**src/rtl/mux_sync_gap.sv**
```systemverilog
// Multi-channel registered trigger multiplexer: synchronizes NUM_IN asynchronous inputs and
// routes one of them (optionally inverted) to each output, parking at the idle level on reselection.
module mux_sync_gap #(
    parameter int CTRL_BITS   = 2,
    parameter int NUM_IN      = 4,
    parameter int NUM_OUT     = 2,
    parameter int SYNC_STAGES = 2,
    parameter int GAP_CYCLES  = 4
) (
    input  logic                           clock,
    input  logic                           reset,
    input  logic [NUM_OUT*CTRL_BITS-1:0]   ctrl,
    input  logic [NUM_OUT-1:0]             inv,
    input  logic                           ctrl_load,
    input  logic [NUM_IN-1:0]              in,
    output logic [NUM_OUT-1:0]             out,
    output logic [NUM_OUT-1:0]             busy
);

    localparam int CNT_W = (GAP_CYCLES > 0) ? $clog2(GAP_CYCLES + 1) : 1;
    localparam logic [CNT_W-1:0] GAP_LOAD = CNT_W'((GAP_CYCLES > 0) ? GAP_CYCLES - 1 : 0);

    localparam logic [0:0] ST_RUN = 1'b0;
    localparam logic [0:0] ST_GAP = 1'b1;

    logic [NUM_IN-1:0] in_s;

    // ------------------------------------------------------------------
    // Input synchronizers
    // ------------------------------------------------------------------
    if (SYNC_STAGES == 0) begin : g_bypass
        assign in_s = in;
    end else begin : g_sync
        logic [SYNC_STAGES-1:0][NUM_IN-1:0] sync_q;

        // NOTE: non-blocking assignments let every stage sample its predecessor's old value,
        // so the chain really is SYNC_STAGES flops deep regardless of statement order.
        always_ff @(posedge clock or posedge reset) begin
            if (reset) begin
                sync_q <= '0;
            end else begin
                sync_q[0] <= in;
                for (int s = 1; s < SYNC_STAGES; s++) begin
                    sync_q[s] <= sync_q[s-1];
                end
            end
        end

        assign in_s = sync_q[SYNC_STAGES-1];
    end

    // ------------------------------------------------------------------
    // Per-channel selection FSM
    // ------------------------------------------------------------------
    for (genvar ch = 0; ch < NUM_OUT; ch++) begin : g_ch
        logic [CTRL_BITS-1:0] req_sel;
        logic                 req_inv;
        logic [CTRL_BITS-1:0] sel_q, nxt_sel;
        logic                 inv_q, nxt_inv;
        logic [0:0]           state_q, nxt_state;
        logic [CNT_W-1:0]     cnt_q, nxt_cnt;
        logic                 change;
        logic                 src;
        logic                 out_q, busy_q;

        assign req_sel = ctrl[ch*CTRL_BITS +: CTRL_BITS];
        assign req_inv = inv[ch];

        // NOTE: every signal gets a default first so no path leaves it unassigned (no latches).
        always_comb begin
            nxt_sel   = sel_q;
            nxt_inv   = inv_q;
            nxt_state = state_q;
            nxt_cnt   = cnt_q;
            change    = ctrl_load && ({req_sel, req_inv} != {sel_q, inv_q});

            if (change) begin
                nxt_sel = req_sel;
                nxt_inv = req_inv;
                if (GAP_CYCLES > 0) begin
                    nxt_state = ST_GAP;
                    nxt_cnt   = GAP_LOAD;
                end
            end else if (state_q == ST_GAP) begin
                if (cnt_q == '0) begin
                    nxt_state = ST_RUN;
                end else begin
                    nxt_cnt = cnt_q - CNT_W'(1);
                end
            end
        end

        // Out-of-range selects fall through to 0, so the output shows the idle level.
        always_comb begin
            src = 1'b0;
            for (int i = 0; i < NUM_IN; i++) begin
                if (nxt_sel == CTRL_BITS'(i)) begin
                    src = in_s[i];
                end
            end
        end

        always_ff @(posedge clock or posedge reset) begin
            if (reset) begin
                sel_q   <= '0;
                inv_q   <= 1'b0;
                state_q <= ST_RUN;
                cnt_q   <= '0;
                out_q   <= 1'b0;
                busy_q  <= 1'b0;
            end else begin
                sel_q   <= nxt_sel;
                inv_q   <= nxt_inv;
                state_q <= nxt_state;
                cnt_q   <= nxt_cnt;
                out_q   <= (nxt_state == ST_GAP) ? nxt_inv : (src ^ nxt_inv);
                busy_q  <= (nxt_state == ST_GAP);
            end
        end

        assign out[ch]  = out_q;
        assign busy[ch] = busy_q;
    end

endmodule

```
**config.mk**
```make
export PLATFORM = sky130hd
export DESIGN_NAME = mux_sync_gap
export DESIGN_NICKNAME = d
export VERILOG_FILES = /design/src/rtl/mux_sync_gap.sv
export SDC_FILE = /design/constraint.sdc
export NUM_CORES = 1
export LEC_CHECK = 0
export CAP_MARGIN = 30
export CORE_UTILIZATION = 45
export DETAILED_ROUTE_END_ITERATION = 10
export PLACE_DENSITY = 0.69
export SYNTH_ARGS = -nofsm -noshare
export SYNTH_HDL_FRONTEND = slang
export SYNTH_SLANG_ARGS = --single-unit
```
**constraint.sdc**
```tcl
create_clock -name clock -period 1.6 [get_ports clock]
set_input_delay 0.32 -clock clock [delete_from_list [all_inputs] [get_ports clock]]
set_output_delay 0.32 -clock clock [all_outputs]
set_load 0.02 [all_outputs]
```
== Word level (Yosys, flattened, before mapping) ==
Cells that the tools add are included.

* Register bits: 24
* Input bits: 13

* Reductions and logical operators: 10
* Muxes and demuxes: 26
* Bitwise gates (word level): 2
* Equal/unequal tests: 10
* $add $sub $neg: 2

{| class="wikitable"
|+ Operators with widths
! cell !! count
|-
| 1-bit two-way mux || 18
|-
| 3-bit two-way mux || 6
|-
| 2-bit equality test, second input constant || 4
|-
| 3-bit logical NOT || 2
|-
| 3-bit != test || 2
|-
| 3-bit by 1-bit subtractor with 3-bit output, second input constant || 2
|-
| 2-bit by 1-bit equality test with 1-bit output, second input constant || 2
|-
| 2-bit logical NOT || 2
|-
| 2-bit two-way mux || 2
|-
| 2-bit != test, second input constant || 2
|-
| 2-bit AND reduction || 2
|-
| 2-bit nonzero test || 2
|-
| 1-bit logical AND || 2
|-
| 1-bit XOR || 2
|}

== Depth between registers and ports, before layout ==
Gate-level depths: netlist of the first run.

* Word-level depth: 10
* Mapped depth: 8

== Worst setup path before layout of the first run ==
Ideal clock, no wire load.

* Path kind: input port to flip-flop
* Start point: input ctrl_load
* End point: register g_ch[0].out_q
* Buffers on the path: 1
* Cell stages on the path: 5
* Slack: 0.173 ns
* Arrival time: 1.347 ns
* Cells stage by stage: buf_6 -> mux2_4 -> mux4_2 -> nand3_2 -> xnor2_1

* Cells in the longest elaborated chain, start to end: 9
* Elaborated cells on any way between the ends: 14
* Those cells by class: 3 x eq/ne; 8 x mux; 1 x bitwise; 2 x reduce/logical

{| class="wikitable"
|+ RTL lines
! what !! RTL line !! text
|-
| from (decl) || 14 || <nowiki>input logic ctrl_load,</nowiki>
|-
| 1-bit logical AND * || 75 || <nowiki>change = ctrl_load && ({req_sel, req_inv} != {sel_q, inv_q});</nowiki>
|-
| 2-bit two-way mux * || 77 || <nowiki>if (change) begin</nowiki>
|-
| named net g_ch[0].nxt_sel[0] || 58 || <nowiki>logic [CTRL_BITS-1:0] sel_q, nxt_sel;</nowiki>
|-
| 2-bit logical NOT || 97 || <nowiki>if (nxt_sel == CTRL_BITS'(i)) begin</nowiki>
|-
| 1-bit two-way mux (3 in a row) || 97 ||
|-
| 1-bit two-way mux * || 97 ||
|-
| 1-bit XOR * || 116 || <nowiki>out_q <= (nxt_state == ST_GAP) ? nxt_inv : (src ^ nxt_inv);</nowiki>
|-
| 1-bit two-way mux * || 116 ||
|-
| to (signal assigned) || 116 ||
|-
| to (decl) || 64 || <nowiki>logic out_q, busy_q;</nowiki>
|}

The timed path passes the listed nets; every way through them passes the cells marked *.
A chain may end at the register's enable or synchronous reset.

== Worst setup path in the final report of the first run ==
* Start point: register g_ch[1].cnt_q[0]
* End point: register g_ch[1].cnt_q[2]

* Cells in the longest elaborated chain, start to end: 4
* Elaborated cells on any way between the ends: 7
* Those cells by class: 1 x add/sub; 1 x eq/ne; 3 x mux; 2 x reduce/logical

{| class="wikitable"
|+ RTL lines
! what !! RTL line !! text
|-
| from (decl) || 61 || <nowiki>logic [CNT_W-1:0] cnt_q, nxt_cnt;</nowiki>
|-
| from (signal assigned) || 115 || <nowiki>cnt_q <= nxt_cnt;</nowiki>
|-
| 3-bit by 1-bit subtractor with 3-bit output || 88 || <nowiki>nxt_cnt = cnt_q - CNT_W'(1);</nowiki>
|-
| 3-bit two-way mux || 85 || <nowiki>if (cnt_q == '0) begin</nowiki>
|-
| 3-bit two-way mux || 84 || <nowiki>end else if (state_q == ST_GAP) begin</nowiki>
|-
| 3-bit two-way mux || 77 ||
|}

Parallel ways exist; a longest one is shown, timed or not. The select of a mux whose other input is x is not followed.

==> results of run 1 <==
-- Yosys cell counts --
| library cell | n | area (um2) |
|---|---|---|
| mux2_4 | 2 | 30.0 |
| and2_1 | 2 | 12.5 |
| nand2_1 | 8 | 30.0 |
| o211ai_1 | 2 | 15.0 |
| dfrtp_1 | 24 | 601 |
| o21ai_0 | 2 | 10.0 |
| buf_6 | 1 | 11.3 |
| nand3_2 | 2 | 20.0 |
| mux4_2 | 2 | 45.0 |
| o31ai_1 | 2 | 15.0 |
| buf_1 | 1 | 3.75 |
| mux2_2 | 4 | 45.0 |
| ha_1 | 4 | 50.1 |
| buf_4 | 5 | 37.5 |
| xnor2_1 | 4 | 35.0 |
| inv_1 | 7 | 26.3 |
| xor2_1 | 6 | 52.6 |
| nand2b_1 | 2 | 12.5 |
-- sequential cells by signal (all words and copies together) (netlist names) --
signal and flops:
g_ch.cnt_q 6, g_sync.sync_q 4, g_ch.sel_q 4, in_s 4, g_ch.out_q 2, g_ch.inv_q 2, g_ch.busy_q 2
-- metrics by stage --
stage          cells  power (mW)  hold WS (ps)  utilization (%)  setup TNS, ps
5_1_grt          127        1.85           349             58.8              0
6_report         127        1.72           319             58.8              0
4_1_cts          127        1.74           329             58.3              0
3_5_place_dp     123        1.32           338             56.1           -908
3_3_place_gp     123        1.29           334             56.1           -840
2_1_floorplan     80        1.21           331                -              0
-- worst min-delay path, stage by stage --
cell and delay, ps:
clkdlybuf4s50_1 390, inv_1 50, buf_4 280
-- cells by family after synthesis --
group / Yosys count / synth area share (%)
adder cells (fa/ha/maj): 4 / 4.76
XOR/XNOR: 10 / 8.32
buffers and inverters: 14 / 7.49
flip-flops: 24 / 57.1
AND/OR/NAND/NOR: 14 / 7.13
multiplexers: 8 / 11.4
AO/OA/AOI/OAI: 6 / 3.80
-- power by group --
group	leakage (nW)	internal, mW	switching (mW)	total (mW)
clock	0.0279	0.253	0.172	0.425
combinational	0.297	0.256	0.264	0.520
sequential	0.275	0.725	0.0503	0.776
-- worst max path at each step --
stage | startpoint | end | slack [ps] | depth (start not counted)
5_1_grt | g_ch[1].cnt_q[0] | g_ch[1].cnt_q[2] | 20 | 7
3_5_place_dp | ctrl_load | g_ch[1].out_q | -430 | 5
4_1_cts | g_ch[1].busy_q | busy[1] | 4 | 1
3_3_place_gp | ctrl_load | g_ch[0].out_q | -400 | 5
6_report | g_ch[1].cnt_q[0] | g_ch[1].cnt_q[2] | 150 | 7
2_1_floorplan | ctrl_load | g_ch[0].out_q | 170 | 5
-- routing by layer --
| metal | global-route usage (%) | part of all wire [%] | routed length (um) |
|---|---|---|---|
| met4 | 9.72 | 1.7 | 23 |
| met3 | 2.42 | 5.5 | 77 |
| met5 | 0 | 0 | 0 |
| met2 | 21.6 | 47 | 655 |
| met1 | 15.6 | 46 | 634 |
-- what timing repair did --
action                                  4_1_cts  5_1_grt
gates cloned                                  0        0
resized for setup                             2        4
pin swaps                                     0        0
endpoints found under the setup margin        3        4
-- final cells by class --
class	count	area [um2]
tap	28	35.0
inverter	7	26.3
clock inverter	1	30.0
sequential	24	601
timing repair buffer	22	210
multi-input combinational	42	375
fill	189	912
clock buffer	3	22.5
==> impl_metrics.toml, run 1 <==
[routing]
wl_um = 1390
antenna_left = 0
drt_iter0_markers = 4
routedWlPerCell_um = 10.9
via_per_inst = 4.61
drc = 0
vias = 586
first_pass_iters = 2

[setup_path]
critPathRequiredTime_ps = 1800
slowest_delay_ps = 350
crit_buf_inv = 1
r2r_start = "g_ch[1].cnt_q[0]"
cp_slowest_cell = "dfrtp_1"
ff2ff_setup_slack_ps = 150
worstPathCellList = "inv_1 > ha_1 > ha_1 > nand2b_1 > nand2_1 > o21ai_0 > and2_1"
cp_max_fo = 7
arrival_ps = 1650
crit_type = "reg -> reg"
timing.rr.end = "g_ch[1].cnt_q[2]"
rr_worst_depth = 7
cp-end-kind = "register"
critPathMostFrequentCell = "ha_1"
critPathTopFamily = "simple AND/OR/NAND/NOR gates"
start_kind = "register"

[sta]
relSlewSlack_pct = 81.1
min_period_ps = 1450
fmax_mhz = 689
setup_viol = 0
tightest_slew_ps = 284
slew_viol_final = 0
skew_ps = 15.5
rsz0062_at_grt = "no"
worst_slack_ps = 149
hold_viol = 0
fin_crit_sh_pct = 90.7

[cts]
cts.path.max_buffers = 2
htreeDepth = 1
clkSlewWorstSetupHoldPaths_ps = 130
clock_latency_ps = 310
cts.sinks = 24
numCtsBuffers = 3
postCtsHoldBufs = 0
postCtsSetupBuffers = 0
cts_tree = "done"
ctsRootBufferMaster = "clkbuf_4"

[global_routing]
grt_max_degree = 25
grt_pass1_vias = 601
grt_pass1_wl_um = 2400
track_usage_pct = 13.3
antenna_found_initial = 0
overflow = 0

[power_and_ir_drop]
power_density_nw_per_um2 = 1320
vdd_drop_max_uv = 879
p_leak_nw = 0.600

[finish]
antenna_cells = 0
final_layout_size_suffix_gt1_share_pct = 21.2
nets = 117
syn2layout_area_growth_pct = 23.5
mostFrequentLayoutCells = "dfrtp_1, clkdlybuf4s50_1, nand2_1, inv_1"
layout_commonest_cell = "dfrtp_1"
finalInstanceArea_um2 = 1300

[die]
rows = 17
coreArea_um2 = 2210
ios = 17
die_h_um = 50.4
fp.dieW_um = 50.4
initial_core_util_pct = 47.6
die_area_um2 = 2540

[logic_synthesis]
postSynthAreaPerCell_um2 = 13.2
synth_cell_types = 18
yosys_register_bits = 24
syn_nets = 97
ys_seq_area_share_pct = 57.1
synth_warnings = 0
synth_area_um2 = 1050
syn_inst = 80

[placement]
placed_area_um2 = 1240
hpwlAfterDp_um = 1050
portBuffers = 16
place_ws_ps = -431
finalWeightedCongestion = 0.686

[job]
cap_violations = 0

[hold_path]
hp-class = "in -> async"

[status]
status = "completed"
Power figures use the tool's default switching activity.
==> run 2, diff against run 1 <==
- clock period: 1.6 -> 1.7 ns (I/O delays scaled with it)
==> run 2 against run 1 <==
Compared with the run above: global-route usage is the same; flip-flop and latch count is the same; clock skew shrank 4.0 ps; first-iteration DRC count grew 25%; total power shrank 5.9%; via count grew 0.17%; cell area shrank 0.67%; critical path type is now reg -> out; largest power group unchanged.
==> impl_metrics.toml, run 2 (synthesis results as in run 1) <==
[global_routing]
grt_pass1_vias = 601
antenna_found_initial = 0
grt_pass1_wl_um = 2400
overflow = 0
track_usage_pct = 13.3
grt_max_degree = 25

[finish]
antenna_cells = 0
stdcell_count = 127
mostFrequentLayoutCells = "dfrtp_1, clkdlybuf4s50_1, nand2_1, inv_1"
syn2layout_area_growth_pct = 22.7
final_layout_size_suffix_gt1_share_pct = 20.2
top_register = "g_ch.cnt_q"
nFillCells = 189
layout_commonest_cell = "dfrtp_1"
largest_register_ffs = 6
nets = 117

[sta]
relSlewSlack_pct = 81.1
min_period_ps = 1620
hold_viol = 0
fin_setup_tns_ps = 0
fmax_mhz = 619
slew_viol_final = 0
skew_ps = 11.5
tightest_slew_ps = 283
setup_viol = 0
worst_slack_ps = 84.8
rsz0062_at_grt = "no"
fin_crit_sh_pct = 95.0
fin_hold_ws_ps = 344

[status]
status = "completed"

[job]
cap_violations = 0

[power_and_ir_drop]
power_density_nw_per_um2 = 1250
p_leak_nw = 0.582
power_mw = 1.62
vdd_drop_max_uv = 828

[die]
rows = 17
coreArea_um2 = 2210
ios = 17
initial_core_util_pct = 47.6
die_h_um = 50.4
die_area_um2 = 2540
fp.dieW_um = 50.4

[setup_path]
cp_max_fo = 2
slowest_delay_ps = 600
cp_slowest_cell = "clkdlybuf4s50_1"
rr_worst_depth = 7
worstPathCellList = "clkdlybuf4s50_1"
r2r_start = "g_ch[1].cnt_q[0]"
ff2ff_setup_slack_ps = 250
timing.rr.end = "g_ch[1].cnt_q[2]"
critPathTopFamily = "buffers and inverters"
cp-end-kind = "output port"
arrival_ps = 1280
critPathRequiredTime_ps = 1360
start_kind = "register"
crit_type = "reg -> out"
crit_buf_inv = 1

[routing]
antenna_left = 0
routedWlPerCell_um = 10.8
drt_iter0_markers = 5
via_per_inst = 4.62
drc = 0
vias = 587
wl_um = 1370
first_pass_iters = 2

[cts]
cts.sinks = 24
cts-resized-gates = 1
ctsRootBufferMaster = "clkbuf_4"
cts.path.max_buffers = 2
cts_tree = "done"
postCtsHoldBufs = 0
postCtsSetupBuffers = 0
numCtsBuffers = 3
clock_latency_ps = 310
clkSlewWorstSetupHoldPaths_ps = 130
htreeDepth = 1

[placement]
finalWeightedCongestion = 0.686
portBuffers = 16
place_ws_ps = -351
hpwlAfterDp_um = 1050
place_inst = 123

[hold_path]
hp-class = "in -> async"
run 2: layout make-up:
class                      count  area [um2]  share of cell area [%]
inverter                       7        26.3                    2.03
clock buffer                   3        22.5                    1.74
multi-input combinational     42         373                    28.9
sequential                    24         601                    46.5
clock inverter                 1        30.0                    2.33
tap                           28        35.0                    2.71
timing repair buffer          22         204                    15.8
run 2: report_power, final:
part	leakage [nW]	switching, mW	internal (mW)
combinational	0.279	0.247	0.247
clock	0.0279	0.158	0.238
sequential	0.275	0.0469	0.683
run 2: how the worst max path moves through the flow:
stage                   start            end  slack [ps]  cells after the start
6_report       g_ch[0].busy_q        busy[0]          80                      1
3_3_place_gp        ctrl_load  g_ch[0].out_q        -320                      5
5_1_grt        g_ch[0].busy_q        busy[0]          30                      1
2_1_floorplan       ctrl_load  g_ch[0].out_q         250                      5
4_1_cts        g_ch[0].busy_q        busy[0]          60                      1
3_5_place_dp        ctrl_load  g_ch[1].out_q        -350                      5
run 2: per-layer routing:
layer  global-route usage, %  part of all wire, %  up-vias
met5                       0                    0        -
met4                    9.72                  1.7        0
met3                    2.42                  5.5        2
met2                    21.6                   48       13
met1                    15.6                   45      276
li1                        -                    -      296
run 2: metrics by stage:
step	util [%]	area (um2)
after floorplan	-	1050
after global placement	56.1	1240
after detailed placement	56.1	1240
after CTS	58.4	1290
after global routing	58.4	1290
final	58.4	1290
==> run 3, diff against run 2 <==
- SKIP_LAST_GASP: not set -> 1
==> results of run 3 <==
No change in the layout: final DEF, timing and power equal those of run 2.
